### config.mk
export PLATFORM = sky130hd
export DESIGN_NAME = muldiv_unit
export DESIGN_NICKNAME = d
export VERILOG_FILES = /design/src/rtl/muldiv_unit.sv
export SDC_FILE = /design/constraint.sdc
export NUM_CORES = 1
export LEC_CHECK = 0
export CAP_MARGIN = 20
export CORE_MARGIN = 3
export CORE_UTILIZATION = 30
export CTS_CLUSTER_SIZE = 28
export DETAILED_ROUTE_END_ITERATION = 12
export PLACE_DENSITY = 0.56
export SYNTH_ARGS = -nofsm -noshare
export SYNTH_HDL_FRONTEND = slang
export SYNTH_SLANG_ARGS = --single-unit
### constraint.sdc
create_clock -name clk -period 3.4 [get_ports clk]
set_input_delay 0.51 -clock clk [delete_from_list [all_inputs] [get_ports clk]]
set_output_delay 0.51 -clock clk [all_outputs]
set_load 0.03 [all_outputs]
### src/rtl/muldiv_unit.sv
`default_nettype none
// +----------------------------------------------------------------------------+
// | muldiv_unit: iterative MULT/MULTU/DIV/DIVU with architectural HI/LO regs.   |
// | Rev 1.0                                                                     |
// +----------------------------------------------------------------------------+
module muldiv_unit #(
  parameter int WIDTH = 32
) (
  input  logic             clk,
  input  logic             rst_n,
  input  logic             start_i,
  input  logic [1:0]       op_i,
  input  logic [WIDTH-1:0] a_i,
  input  logic [WIDTH-1:0] b_i,
  input  logic             hi_we_i,
  input  logic             lo_we_i,
  input  logic [WIDTH-1:0] wdata_i,
  output logic             busy_o,
  output logic             done_o,
  output logic             dbz_o,
  output logic [WIDTH-1:0] hi_o,
  output logic [WIDTH-1:0] lo_o
);

  localparam int         CW       = $clog2(WIDTH);
  localparam logic [1:0] S_IDLE   = 2'd0;
  localparam logic [1:0] S_RUN    = 2'd1;
  localparam logic [1:0] S_FINISH = 2'd2;
  localparam logic [CW-1:0] C_LAST = CW'(WIDTH - 1);

  logic [1:0]         state_q, state_d;
  logic [CW-1:0]      cnt_q;
  logic               is_div_q, zero_q, neg_res_q, neg_rem_q;
  logic [2*WIDTH-1:0] mcand_q;   // multiplicand (shifted left) or divisor in low half
  logic [WIDTH-1:0]   shreg_q;   // multiplier (shifted right) or dividend/quotient
  logic [2*WIDTH-1:0] acc_q;
  logic [WIDTH:0]     rem_q;
  logic [WIDTH-1:0]   hi_q, lo_q;
  logic               dbz_q, done_q;

  logic               accept_d, finish_d, idle_d;
  logic               b_zero_d, a_neg_d, b_neg_d;
  logic [WIDTH-1:0]   a_mag_d, b_mag_d;
  logic [WIDTH+1:0]   trial_d, diff_d;
  logic [2*WIDTH-1:0] prod_d;
  logic [WIDTH-1:0]   quo_d, rem_res_d;

  // State register
  always_ff @(posedge clk or negedge rst_n) begin
    if (!rst_n) state_q <= S_IDLE;
    else        state_q <= state_d;
  end

  // Next-state logic
  always_comb begin
    state_d = state_q;
    case (state_q)
      S_IDLE:   if (start_i) state_d = (op_i[1] && b_zero_d) ? S_FINISH : S_RUN;
      S_RUN:    if (cnt_q == C_LAST) state_d = S_FINISH;
      S_FINISH: state_d = S_IDLE;
      default:  state_d = S_IDLE;
    endcase
  end

  // Output / control decode
  always_comb begin
    idle_d   = (state_q == S_IDLE);
    finish_d = (state_q == S_FINISH);
    accept_d = idle_d && start_i;
    busy_o   = !idle_d;
  end

  assign b_zero_d = (b_i == '0);
  assign a_neg_d  = !op_i[0] && a_i[WIDTH-1];
  assign b_neg_d  = !op_i[0] && b_i[WIDTH-1];
  assign a_mag_d  = a_neg_d ? -a_i : a_i;
  assign b_mag_d  = b_neg_d ? -b_i : b_i;

  // Restoring step; the extra top bit of the difference is the borrow
  assign trial_d  = {rem_q, shreg_q[WIDTH-1]};
  assign diff_d   = trial_d - {2'b00, mcand_q[WIDTH-1:0]};

  assign prod_d    = neg_res_q ? -acc_q : acc_q;
  assign quo_d     = neg_res_q ? -shreg_q : shreg_q;
  assign rem_res_d = neg_rem_q ? -rem_q[WIDTH-1:0] : rem_q[WIDTH-1:0];

  always_ff @(posedge clk or negedge rst_n) begin
    if (!rst_n) begin
      cnt_q     <= '0;
      is_div_q  <= 1'b0;
      zero_q    <= 1'b0;
      neg_res_q <= 1'b0;
      neg_rem_q <= 1'b0;
      mcand_q   <= '0;
      shreg_q   <= '0;
      acc_q     <= '0;
      rem_q     <= '0;
      hi_q      <= '0;
      lo_q      <= '0;
      dbz_q     <= 1'b0;
      done_q    <= 1'b0;
    end else begin
      done_q <= finish_d;
      if (accept_d) begin
        cnt_q    <= '0;
        is_div_q <= op_i[1];
        zero_q   <= op_i[1] && b_zero_d;
        dbz_q    <= 1'b0;
        acc_q    <= '0;
        // Divide-by-zero preloads the result registers so FINISH needs no special case
        if (op_i[1] && b_zero_d) begin
          neg_res_q <= 1'b0;
          neg_rem_q <= 1'b0;
          shreg_q   <= '1;
          rem_q     <= {1'b0, a_i};
          mcand_q   <= '0;
        end else begin
          neg_res_q <= a_neg_d ^ b_neg_d;
          neg_rem_q <= a_neg_d;
          rem_q     <= '0;
          mcand_q   <= {{WIDTH{1'b0}}, op_i[1] ? b_mag_d : a_mag_d};
          shreg_q   <= op_i[1] ? a_mag_d : b_mag_d;
        end
      end else if (idle_d) begin
        if (hi_we_i) hi_q <= wdata_i;
        if (lo_we_i) lo_q <= wdata_i;
      end else if (state_q == S_RUN) begin
        cnt_q <= cnt_q + CW'(1);
        if (is_div_q) begin
          rem_q   <= diff_d[WIDTH+1] ? trial_d[WIDTH:0] : diff_d[WIDTH:0];
          shreg_q <= {shreg_q[WIDTH-2:0], !diff_d[WIDTH+1]};
        end else begin
          if (shreg_q[0]) acc_q <= acc_q + mcand_q;
          mcand_q <= {mcand_q[2*WIDTH-2:0], 1'b0};
          shreg_q <= {1'b0, shreg_q[WIDTH-1:1]};
        end
      end else if (finish_d) begin
        dbz_q <= zero_q;
        if (is_div_q) begin
          hi_q <= rem_res_d;
          lo_q <= quo_d;
        end else begin
          hi_q <= prod_d[2*WIDTH-1:WIDTH];
          lo_q <= prod_d[WIDTH-1:0];
        end
      end
    end
  end

  assign done_o = done_q;
  assign dbz_o  = dbz_q;
  assign hi_o   = hi_q;
  assign lo_o   = lo_q;

endmodule
`default_nettype wire

## Word level (Yosys, flattened, before mapping)

Cells that the tools add are included.

- Flip-flop bits (word level): 270
- Input bits: 103
- Output and inout bits: 67

- $add $sub $neg: 8
- Eq/ne operators: 11
- Multiplexer cells: 51
- Bitwise operators: 2
- Reductions and logical operators: 22

Operator list:

| kind | count |
|---|---|
| two-way mux 32 bit | 23 |
| two-way mux 64 bit | 10 |
| two-way mux 33 bit | 5 |
| negation 32 bit | 4 |
| adder 64 bit | 1 |
| negation 64 bit | 1 |
| subtractor 34 x 32 -> 34 bit | 1 |
| logical NOT 32 bit | 1 |
| two-way mux 5 bit | 3 |
| != test 2 bit (second input constant) | 7 |
| AND reduction 4 bit | 3 |
| nonzero test 2 bit | 5 |
| AND reduction 3 bit | 3 |
| two-way mux 1 bit | 6 |
| two-way mux 2 bit | 3 |
| adder 5 x 1 -> 5 bit (second input constant) | 1 |
| equality test 5 bit (second input constant) | 1 |
| logical AND 1 bit | 4 |
| one-hot mux 2 bit (2 select lines) | 1 |
| AND reduction 2 bit | 2 |
| logical NOT 1 bit | 3 |
| equality test 2 x 1 -> 1 bit (second input constant) | 1 |
| equality test 2 bit (second input constant) | 1 |
| logical NOT 2 bit | 1 |
| 3 further kinds | 3 |

## Longest topological paths before layout

- Depth after elaboration: 6
- Depth in mapped cells: 15
- Mapped depth without buffers: 14

## Worst setup path after synthesis

No wires, ideal clock.

- Path kind: register to register
- Start point: register mcand_q[1]
- End point: register rem_q[10]
- Library setup time: 133 ps
- Data arrival time: 3438 ps
- Data required time: 3267 ps
- Path slack: -172 ps
- Stages on the path, launching flop included: 15
- Buffers on the path: 2
- Clock period less this slack: 3572 ps
- Path through: dfrtp_1 -> inv_1 -> ha_1 -> nor2b_1 -> o2111a_1 -> nor4b_1 -> o31ai_1 -> a21oi_1 -> a2111oi_0 -> a2111oi_0 -> xnor2_1 -> clkbuf_1 -> buf_2 -> mux2i_1 -> o21ai_0

- Longest elaborated chain between the ends: 6

Ends and longest elaborated chain:

| what | RTL line | text |
|---|---|---|
| start: declaration | 34 | `logic [2*WIDTH-1:0] mcand_q;` |
| start signal: assignment | 121 | `mcand_q <= {{WIDTH{1'b0}}, op_i[1] ? b_mag_d : a_mag_d};` |
| start signal: assignment | 134 | `mcand_q <= {mcand_q[2*WIDTH-2:0], 1'b0};` |
| subtractor 34 x 32 -> 34 bit | 81 | `assign diff_d = trial_d - {2'b00, mcand_q[WIDTH-1:0]};` |
| two-way mux 33 bit | 130 | `rem_q <= diff_d[WIDTH+1] ? trial_d[WIDTH:0] : diff_d[WIDTH:0];` |
| two-way mux 33 bit | 129 | `if (is_div_q) begin` |
| two-way mux 33 bit | 127 | `end else if (state_q == S_RUN) begin` |
| two-way mux 33 bit | 124 | `end else if (idle_d) begin` |
| two-way mux 33 bit | 104 | `if (accept_d) begin` |
| end signal: assignment | 115 | `rem_q <= {1'b0, a_i};` |
| end signal: assignment | 130 |  |
| end: declaration | 37 | `logic [WIDTH:0] rem_q;` |

No other way between the ends. The select of a mux whose other input is x is not followed.
A chain may end at the register's enable or synchronous reset.

## Final worst setup path

- Start point: register acc_q[0]
- End point: register acc_q[62]

- Longest elaborated chain between the ends: 6

Ends and longest elaborated chain:

| what | RTL line | text |
|---|---|---|
| start: declaration | 36 | `logic [2*WIDTH-1:0] acc_q;` |
| start signal: assignment | 133 | `if (shreg_q[0]) acc_q <= acc_q + mcand_q;` |
| adder 64 bit | 133 |  |
| two-way mux 64 bit | 133 |  |
| two-way mux 64 bit | 129 |  |
| two-way mux 64 bit | 127 |  |
| two-way mux 64 bit | 124 |  |
| two-way mux 64 bit | 104 |  |

No other way between the ends. The select of a mux whose other input is x is not followed.

==> flow_summary.toml <==
[pwr]
combPwrFrac = 0.696
swShare = 0.487
p_leak_nw = 12.8
p_per_area_mw_per_mm2 = 1140
power.net_switching_mw = 16.2
power_mw = 33.3
p_clk_frac = 0.113
ir_worst_vdd_mv = 0.552
p_int_mw = 17.1
seqPwrFrac = 0.190

[global_routing]
grt_pass1_wl_microns = 130000
grt_pass1_vias = 21200
antenna_found_initial = 2
grt_max_degree = 88
grtUsageTotal = 0.216
overflow = 0

[logic_synthesis]
synth.most_common_cell = "o21ai_0"
syn_area_sq_mm = 0.0221
ys_types = 76
ys_ff_latch = 270
synthCells = 2721
yosys.area.top_type_share = 0.306
async_flop_share = 1.00
syn_area_per_cell_sq_um = 8.12
synthSimpleGateAreaFrac = 0.163
synth.area.mux_share = 0.0632
ys_seq_area_frac = 0.306
synth.largest_area_cell = "dfrtp_1"
yosysWarnings = 0
syn-num-nets = 2928
synth_common_cells = "o21ai_0 (312), dfrtp_1 (270), nand2_1 (262), a21oi_1 (241), nor2_1 (190)"
synth_flop_cell = "dfrtp_1"
synthXorXnorAreaFrac = 0.106
synthAdderAreaFrac = 0.0596
synth_compound_area_frac = 0.259
synth_area_leaders = "dfrtp_1 (31%), o21ai_0 (7.1%), mux2i_1 (6.1%)"
synth_edf_count = 0
synth_top_family_by_area = "compound AO/OA/AOI/OAI gates"

[timing]
period_minus_slack_ns = 3.40
finalHoldViolCount = 0
fin_crit_sh = 0.999
rsz0062_at_grt = "true"
max_slew_margin = 0.415
slew_viol_final = 0
fmax_mhz = 294
setup_ws_ns = 0.00206
finClkSkew_ns = 0.0249
setup_viol = 0
setup_tns_ns = 0
worst_slew_pin_slew_ns = 0.878

[clock_network]
cts.clk_slew.worst_paths_ns = 0.06
clock_path_buffers = 3
cts_buffers = 35
clkSinkCount = 270
cts_tree = "done"
insertion_delay_ns = 0.56
ctsRootBufferMaster = "clkbuf_16"
htree_levels = 2

[detailed_routing]
ant_nets = 0
met2WireLength_microns = 36300
viasPerCell = 5.41
wl_met3_microns = 6360
dr.pass1.iters = 6
drt_iter0_drc = 2027
vias = 22300
wl_per_cell_microns = 21.0
wirelength_microns = 86500
m1WireLength_microns = 41900
drc_errors = 0
highest_layer = "met5"

[worst_hold_path]
hold_start = "lo_o[12]"
worstHoldPathType = "reg -> reg"

[die]
boundaryPins = 170
die-area_sq_mm = 0.0769
die_w_microns = 277
dieHeight_microns = 277
rows = 98
core-area_sq_mm = 0.0722
start_util = 0.306

[setup_path]
crit_chain = "ha_2, fa_2, a211oi_2, o211ai_1, a21boi_2, a31o_2, o211ai_1, a211o_1, a21bo_2, a41o_4, a21oi_2, xor2_1, o21ai_1"
crit_path_start = "acc_q[0]"
crit_fanout = 3
critical_path_class = "reg -> reg"
crit_top_cell = "o211ai_1"
critPathSlowestCell = "dfrtp_1"
endpoint_kind = "flop"
crit_required_ns = 3.81
critPathLaunchType = "flop"
r2r-start = "acc_q[0]"
cpPeakStageDelay_ns = 0.40
arrival_ns = 3.81

[job]
drv_cap = 0

[cells_and_area]
drive_gt1_frac = 0.188
fillers = 7312
syn_to_final_growth_pct = 32.8
register_area_sq_mm = 0.00676
fin_nets = 3360
multi_input_area_sq_mm = 0.0150

[placed_design]
pre_cts_ws_ns = -0.469
portBuffers = 169
place_congestion = 0.941
hpwlAfterDp_microns = 67900

[outcome]
status = "finished, final reports clean"
==> path summary, 6_finish.rpt <==
kind                             end  slack [ns]  cells past startpoint
max                        acc_q[62]       0.002                     13
min in group asynchronous  acc_q[50]        0.52                      2
min                         lo_o[12]        0.48                      2
max reg2reg                acc_q[62]       0.002                     13
max in group asynchronous  neg_res_q        1.94                      3
min reg2reg                 lo_o[12]        0.48                      2
==> per-stage QoR <==
stage | cells | cell area [sq um] | utilization | hold WS (ns)
floorplan | 2721 | 22100 | - | 0.214
global placement | 4047 | 27400 | 0.379 | 0.463
detailed placement | 4047 | 27400 | 0.379 | 0.469
CTS | 4122 | 28900 | 0.400 | 0.482
global route | 4127 | 29300 | 0.406 | 0.494
finish | 4129 | 29300 | 0.406 | 0.479
==> cells by family after synthesis <==
logic type                 count (synthesis)
DFF                                      270
buffers and inverters                    250
muxes                                    138
and+or+nand+nor                          764
xor gates and xnor gates                 268
adders and majority gates                104
AOI/OAI and AO/OA                        927
==> layout by cell type, fill, tap and decap left out, types with 16 or more instances in the layout <==
cell type	count
buf_4	385
o21ai_0	289
dfrtp_1	266
nand2_1	260
a21oi_1	224
nor2_1	186
clkdlybuf4s50_1	166
xnor2_1	151
mux2i_1	134
xor2_1	114
ha_1	97
nand3_1	92
inv_1	72
a21o_1	62
o31ai_1	42
a211oi_1	39
clkbuf_16	36
nor3_1	33
a22o_1	33
a22oi_1	32
or3_1	30
nand2b_1	28
nand4_1	23
o41ai_1	22
o21ai_1	21
a21oi_2	16
nor2b_1	16
a31oi_1	16
==> routing by layer <==
layer / vias up / track usage
li1: 10800 / -
met1: 10700 / 0.321
met2: 730 / 0.320
met3: 94 / 0.0406
met4: 2 / 0.0535
met5: - / 0
==> sequential cells by signal (all words and copies together), names as in the netlist <==
| register | cells |
|---|---|
| state_q | 2 |
| dbz_o | 1 |
| done_o | 1 |
| neg_rem_q | 1 |
| lo_o | 32 |
| shreg_q | 32 |
| rem_q | 33 |
| hi_o | 32 |
| mcand_q | 64 |
| is_div_q | 1 |
| neg_res_q | 1 |
| acc_q | 64 |
| zero_q | 1 |
| cnt_q | 5 |
==> timing repair <==
action / CTS / global route
hold buffers: 1 / 0
setup endpoints to repair: 63 / 74
setup buffers: 11 / 5
hold endpoints to repair: 27 / 0
gates cloned: 2 / 0
pin swaps: 31 / 51
resized for setup: 56 / 85
==> power groups by stage <==
stage / sequential, mW / clock (mW) / combinational (mW)
final: 6.34 / 3.78 / 23.2
after global placement: 6.29 / 0 / 21.6
after CTS: 6.27 / 3.86 / 22.5
after floorplan: 6.58 / 0 / 12.7
after detailed placement: 6.31 / 0 / 21.6
after global routing: 6.51 / 3.97 / 25.2
==> critical path: cells and delay by family, from the launching register on <==
family	cells	cell delay (ns)
AOI/OAI and AO/OA	10	2.14
xor gates and xnor gates	1	0.16
adders and majority gates	2	0.56
DFF	1	0.40
==> area by class of cell <==
| cell class | count | area share |
|---|---|---|
| clock inverter | 13 | 0.00473 |
| clock buffer | 48 | 0.0346 |
| tap | 950 | 0.0405 |
| inverter | 74 | 0.00947 |
| timing repair buffer | 571 | 0.167 |
| antenna | 2 | 0.000171 |
| sequential | 270 | 0.231 |
| multi-input combinational | 2201 | 0.513 |
Note: power is estimated with default switching activity, not from simulation.
